## config.mk

```make
export PLATFORM = sky130hd
export DESIGN_NAME = down_counter_timer_flat
export DESIGN_NICKNAME = d
export VERILOG_FILES = /design/src/rtl/counters_pkg.sv /design/src/rtl/down_counter_timer_if.sv /design/src/rtl/down_counter_timer.sv /design/src/flat_wrapper.sv
export SDC_FILE = /design/constraint.sdc
export NUM_CORES = 1
export LEC_CHECK = 0
export ABC_AREA = 0
export BUFFER_PORTS_ARGS = -buffer_cell sky130_fd_sc_hd__buf_2
export CAP_MARGIN = 40
export CORE_MARGIN = 2
export CORE_UTILIZATION = 53
export CTS_CLUSTER_DIAMETER = 120
export CTS_CLUSTER_SIZE = 14
export DETAILED_ROUTE_END_ITERATION = 10
export PLACE_DENSITY_LB_ADDON = 0.2
export SLEW_MARGIN = 20
export SYNTH_ARGS = -nofsm -noshare
export SYNTH_HDL_FRONTEND = slang
export SYNTH_SLANG_ARGS = --single-unit
```

## constraint.sdc

```tcl
create_clock -name clk -period 2.1 [get_ports clk]
set_input_delay 0.21 -clock clk [delete_from_list [all_inputs] [get_ports clk]]
set_output_delay 0.21 -clock clk [all_outputs]
set_load 0.01 [all_outputs]
```

## src/rtl/counters_pkg.sv

```systemverilog
// rtl/counters_pkg.sv - shared constants and state encoding for the counter family
package counters_pkg;

  localparam int DEFAULT_BITS = 8;

  typedef enum logic {
    ST_IDLE = 1'b0,
    ST_RUN  = 1'b1
  } state_t;

endpackage

```

## src/rtl/down_counter_timer_if.sv

```systemverilog
// rtl/down_counter_timer_if.sv - control/status bundle between a timer client and the timer
interface down_counter_timer_if
  import counters_pkg::*;
#(
  parameter int BITS = DEFAULT_BITS
);

  logic [BITS-1:0] load_val;
  logic            start;
  logic            stop;
  logic            auto_reload;
  logic [BITS-1:0] Q;
  logic            tc;
  logic            busy;

  modport master (
    output load_val, start, stop, auto_reload,
    input  Q, tc, busy
  );

  modport slave (
    input  load_val, start, stop, auto_reload,
    output Q, tc, busy
  );

endinterface

```

## src/rtl/down_counter_timer.sv

```systemverilog
// rtl/down_counter_timer.sv - programmable down-counting timer with one-shot and auto-reload modes
module down_counter_timer
  import counters_pkg::*;
#(
  parameter int BITS = DEFAULT_BITS
) (
  input  logic                clk,
  input  logic                reset_n,
  down_counter_timer_if.slave bus
);

  localparam logic [BITS-1:0] ZERO = '0;
  localparam logic [BITS-1:0] ONE  = BITS'(1);

  state_t          state, state_n;
  logic [BITS-1:0] q, q_n;
  logic [BITS-1:0] reload_reg, reload_n;
  logic            mode_reg, mode_n;
  logic            tc, tc_n;
  logic            busy;

  always_ff @(posedge clk or negedge reset_n) begin
    if (!reset_n) begin
      state      <= ST_IDLE;
      q          <= ZERO;
      reload_reg <= ZERO;
      mode_reg   <= 1'b0;
      tc         <= 1'b0;
      busy       <= 1'b0;
    end else begin
      state      <= state_n;
      q          <= q_n;
      reload_reg <= reload_n;
      mode_reg   <= mode_n;
      tc         <= tc_n;
      busy       <= (state_n == ST_RUN);
    end
  end

  // Priority is stop > start > count; zero is always handled explicitly so q never underflows.
  always_comb begin
    state_n  = state;
    q_n      = q;
    reload_n = reload_reg;
    mode_n   = mode_reg;
    tc_n     = 1'b0;

    if (bus.stop) begin
      state_n = ST_IDLE;
    end else if (bus.start) begin
      q_n      = bus.load_val;
      reload_n = bus.load_val;
      mode_n   = bus.auto_reload;
      if (bus.load_val != ZERO) begin
        state_n = ST_RUN;
      end else begin
        tc_n    = 1'b1;
        state_n = bus.auto_reload ? ST_RUN : ST_IDLE;
      end
    end else if (state == ST_RUN) begin
      if (q > ONE) begin
        q_n = q - ONE;
      end else if (q == ONE) begin
        q_n  = ZERO;
        tc_n = 1'b1;
        if (!mode_reg) state_n = ST_IDLE;
      end else if (mode_reg) begin
        q_n  = reload_reg;
        tc_n = (reload_reg == ZERO);
      end else begin
        state_n = ST_IDLE;
      end
    end
  end

  assign bus.Q    = q;
  assign bus.tc   = tc;
  assign bus.busy = busy;

endmodule

```

## src/flat_wrapper.sv

```systemverilog
// flat-port wrapper written by rule: the top's interface ports become plain ports
module down_counter_timer_flat import counters_pkg::*;
#(
  parameter int BITS = DEFAULT_BITS
)
  (clk, reset_n, bus_load_val, bus_start, bus_stop, bus_auto_reload, bus_Q, bus_tc, bus_busy);
  down_counter_timer_if #(.BITS(BITS)) bus_i ();
  input  logic clk;
  input  logic reset_n;
  input wire logic [$bits(bus_i.load_val)-1:0] bus_load_val;
  input wire logic [$bits(bus_i.start)-1:0] bus_start;
  input wire logic [$bits(bus_i.stop)-1:0] bus_stop;
  input wire logic [$bits(bus_i.auto_reload)-1:0] bus_auto_reload;
  output wire logic [$bits(bus_i.Q)-1:0] bus_Q;
  output wire logic [$bits(bus_i.tc)-1:0] bus_tc;
  output wire logic [$bits(bus_i.busy)-1:0] bus_busy;
  assign bus_i.load_val = bus_load_val;
  assign bus_i.start = bus_start;
  assign bus_i.stop = bus_stop;
  assign bus_i.auto_reload = bus_auto_reload;
  assign bus_Q = bus_i.Q;
  assign bus_tc = bus_i.tc;
  assign bus_busy = bus_i.busy;
  down_counter_timer #(.BITS(BITS)) u_core (.clk(clk), .reset_n(reset_n), .bus(bus_i));
endmodule
```

==> results.md <==
Outcome:
- The flow ran to the end, and the final reports show no timing, DRC or antenna violations.

Cells and area:
- The design area is 1380 um2.
- Compared with the post-synthesis result, the final layout area differs by 18.3%.
- The antenna diode count is 0.
- For this run, the post-layout net count is 183.
- The fraction of layout cells with a size suffix above 1 is 23.4%.

Synthesis:
- The post-synthesis cell type count is 41.
- The flip-flop and latch count after synthesis is 19.
- Counting every instance in the synthesized netlist gives 138.
- After synthesis, the mean cell area works out to 8.46 um2.
- The cell area after technology mapping is 1170 um2.
- The number of nets in the synthesized netlist is 153.
- Yosys printed 0 warnings.
- Sequential cells were found to cover 40.7% of the synthesized design area.

Job:
- The count of max-cap constraint violations is 0.

Clock tree:
- The buffers inserted during post-CTS setup optimization is 0.
- The root buffer cell chosen for the clock tree is clkbuf_4.
- The clock net in this run drives a total of 19 sinks.
- TritonCTS created 3 clock buffers.
- Clock latency on the worst-skew pair, taken at its later pin, is 0.31 ns.
- The clock tree from TritonCTS is done.
- The H-tree level count is 1.
- After clock tree synthesis, the clock-pin slew on the worst setup and hold paths is 0.12 ns.
- The longest clock path from root to sink contains 2 buffers.
- Buffers inserted to repair hold after CTS numbered 1.
- After clock tree synthesis, the repair step resized 0 gates.

Worst hold path:
- The instance count along the most critical hold path is 3.
- The path class of the tightest hold or removal check is in2reg.

STA:
- The hold violation count in the final report is 0.
- Setup repair after global routing left no endpoint under its margin.
- The number of pins with negative max-slew slack in the final report is 0.
- The post-route clock skew is 0.00886 ns.
- Static timing analysis puts the maximum clock frequency at 509 MHz.
- Summed over all failing endpoints, the final setup total negative slack is 0 ns.
- The remaining max-slew budget at the tightest pin is 58.6%.
- The clock period could shrink to 1.96 ns.
- On the final layout, the worst hold slack is 0.107 ns.
- The final number of setup-violating endpoints is 0.
- At the pin with the least slew margin, the transition time is 0.618 ns.
- In the finished design, the share of the clock period the worst path needs comes to 93.5%.
- The slack of the critical path is 0.136 ns.

Global route:
- The global-route usage over all layers is 27.1%.
- The total congestion overflow is 0.
- The via count of the first global-routing pass came to 1162.
- Entering global routing, the biggest net connects 20 pins.
- The global-route wire length before repair is 5.27 mm.
- The number of antenna violations at the first check in global routing came to 0.

Power and ir drop:
- The ratio of total power to cell area is 795 nW/um2.
- The leakage component of the power is 0.639 nW.
- VDD sags by at most 0.529 mV.

Placement:
- The count of buffers from port buffering is 22.
- The estimated wirelength of the detail-placed design is 2.38 mm.
- At the placement stage, the worst setup path has a slack of 0.230 ns.
- The placed standard-cell area is 1350 um2.
- The routability congestion estimate is 0.953.

Route:
- The total length of routed wires is 3.18 mm.
- The antenna violation net count after detailed routing is 0.
- The routed layout has 1192 vias.
- The first-pass detailed-route iteration total is 4.
- Using the TritonRoute via totals, the vias-per-cell ratio works out to 6.14.
- In the routed design, unresolved DRC markers number 0.
- The wire length per cell is 16.4 um.
- The violation count after the first detailed-routing iteration is 52.

Worst setup path:
- The worst register-to-register path ends at u_core.bus.Q[0]$_DFFE_PN0P_.
- The worst setup path startpoint is u_core.bus.Q[0]$_DFFE_PN0P_.
- The master of the slowest instance on the critical path is a31oi_1.
- Along the worst path, the maximum fanout reaches 7.
- The critical path is of the reg2reg type.
- The startpoint identified for the worst register-to-register timing path is u_core.bus.Q[0]$_DFFE_PN0P_.
- The required time reported for the critical path endpoint is 2.34 ns.
- The number of cells on the worst reg-to-reg path is 6.
- The slack of the worst reg-to-reg path is 0.14 ns.
- Data arrives at the worst endpoint at 2.20 ns.
- The startpoint class of the critical path is a flop.
- The signal on the critical path passes through inv_1, ha_1, nor3b_1, a31oi_1, o21ai_0, o22ai_1.
- On the worst path, the slowest cell contributes a delay of 0.52 ns.
- The endpoint type of the worst setup path is a flop.
- The critical path capture point is u_core.bus.Q[0]$_DFFE_PN0P_.

Floorplan:
- The floorplan has 16 rows.
- The die is 50.9 um tall.
- The die footprint is 2590 um2.
- The effective utilization at floorplan is 57.7%.
- The die is 50.9 um wide.
- The area of the core is 2020 um2.
- In this run the count of I/O pins placed on the die edge is 23.
synthesized netlist by cell type, drive strengths merged:
cell,number,share of area [%]
o21bai,2,1.3
buf,2,0.96
nand4,2,1.1
or4,3,2.3
ha,2,2.1
a31oi,3,1.6
or3b,1,0.75
o21a,1,0.64
dfrtp,19,41
nor3b,2,1.3
o21ai,8,3.4
o31a,1,0.75
clkbuf,4,1.3
a22o,1,0.75
a21oi,6,2.6
and3,1,0.54
nand2b,3,1.6
a31o,1,0.75
o22ai,5,2.7
mux2,1,0.96
o31ai,2,1.3
o211ai,2,1.7
nor4,3,2.9
nand2,28,9.0
a221oi,3,2.3
a2111oi,2,1.5
a2111o,1,0.96
or3,1,0.54
nor2b,2,1.1
nand3,1,0.43
a211oi,1,0.64
nor3,5,2.1
inv,9,2.9
a311oi,1,0.75
nand4b,1,0.75
a41o,1,0.86
nor2,7,2.3
how the worst min path moves through the flow:
stage,slack [ns],to,from
finish,0.11,u_core.reload_reg[6]$_DFFE_PN0P_,bus_load_val[6]
global route,0.13,u_core.reload_reg[6]$_DFFE_PN0P_,bus_load_val[6]
global placement,0.17,u_core.bus.Q[1]$_DFFE_PN0P_,reset_n
detailed placement,0.19,u_core.bus.Q[5]$_DFFE_PN0P_,reset_n
CTS,0.11,u_core.reload_reg[6]$_DFFE_PN0P_,bus_load_val[6]
floorplan,-0.09,u_core.bus.Q[0]$_DFFE_PN0P_,reset_n
cells by family (layout without fill, tap and decap cells):
| kind of cell | after synthesis | after routing | synth area share (%) |
|---|---|---|---|
| AND/OR/NAND/NOR | 60 | 60 | 26.6 |
| AO/OA/AOI/OAI | 41 | 41 | 24.4 |
| flip-flops | 19 | 19 | 40.7 |
| buffers and inverters | 15 | 44 | 5.14 |
| adder cells (fa/ha/maj) | 2 | 2 | 2.14 |
| multiplexers | 1 | 1 | 0.965 |
layout by cell type, fill, tap and decap left out, drive strengths merged, types with 4 or more instances in the layout:
master and count:
clkbuf 4, o22ai 5, buf 30, nand2 28, a21oi 6, nor2 7, dfrtp 19, nor3 5
o21ai 8, inv 9
critical path: cells and delay by family (launching register included):
| family | cells | cell delay [ns] |
|---|---|---|
| AO/OA/AOI/OAI | 3 | 0.92 |
| flip-flops | 1 | 0.45 |
| adder cells (fa/ha/maj) | 1 | 0.25 |
| AND/OR/NAND/NOR | 1 | 0.17 |
| buffers and inverters | 1 | 0.10 |
power by group:
| part | internal [mW] | switching [mW] |
|---|---|---|
| logic | 0.180 | 0.240 |
| registers | 0.420 | 0.0608 |
| clock network | 0.0742 | 0.122 |
per-stage QoR:
stage / util, % / cells / total power, mW
floorplan: - / 138 / 0.729
detailed placement: 66.5 / 189 / 0.897
CTS: 68.3 / 194 / 1.09
finish: 68.3 / 194 / 1.10
global placement: 66.5 / 189 / 0.886
global route: 68.3 / 194 / 1.16
routing by layer:
layer	vias to the layer above	routed length (um)	global-route usage [%]
li1	562	-	-
met1	554	1350	35.4
met2	67	1480	44.2
met3	9	287	6.43
met4	0	58	8.56
met5	-	0	0
area by class of cell:
class | count | area (um2)
Timing Repair Buffer | 31 | 180
Clock buffer | 4 | 26.3
Multi-Input combinational cell | 104 | 632
Fill cell | 177 | 641
Tap cell | 27 | 33.8
Inverter | 9 | 33.8
Sequential cell | 19 | 475
Note: power is estimated with default switching activity, not from simulation.
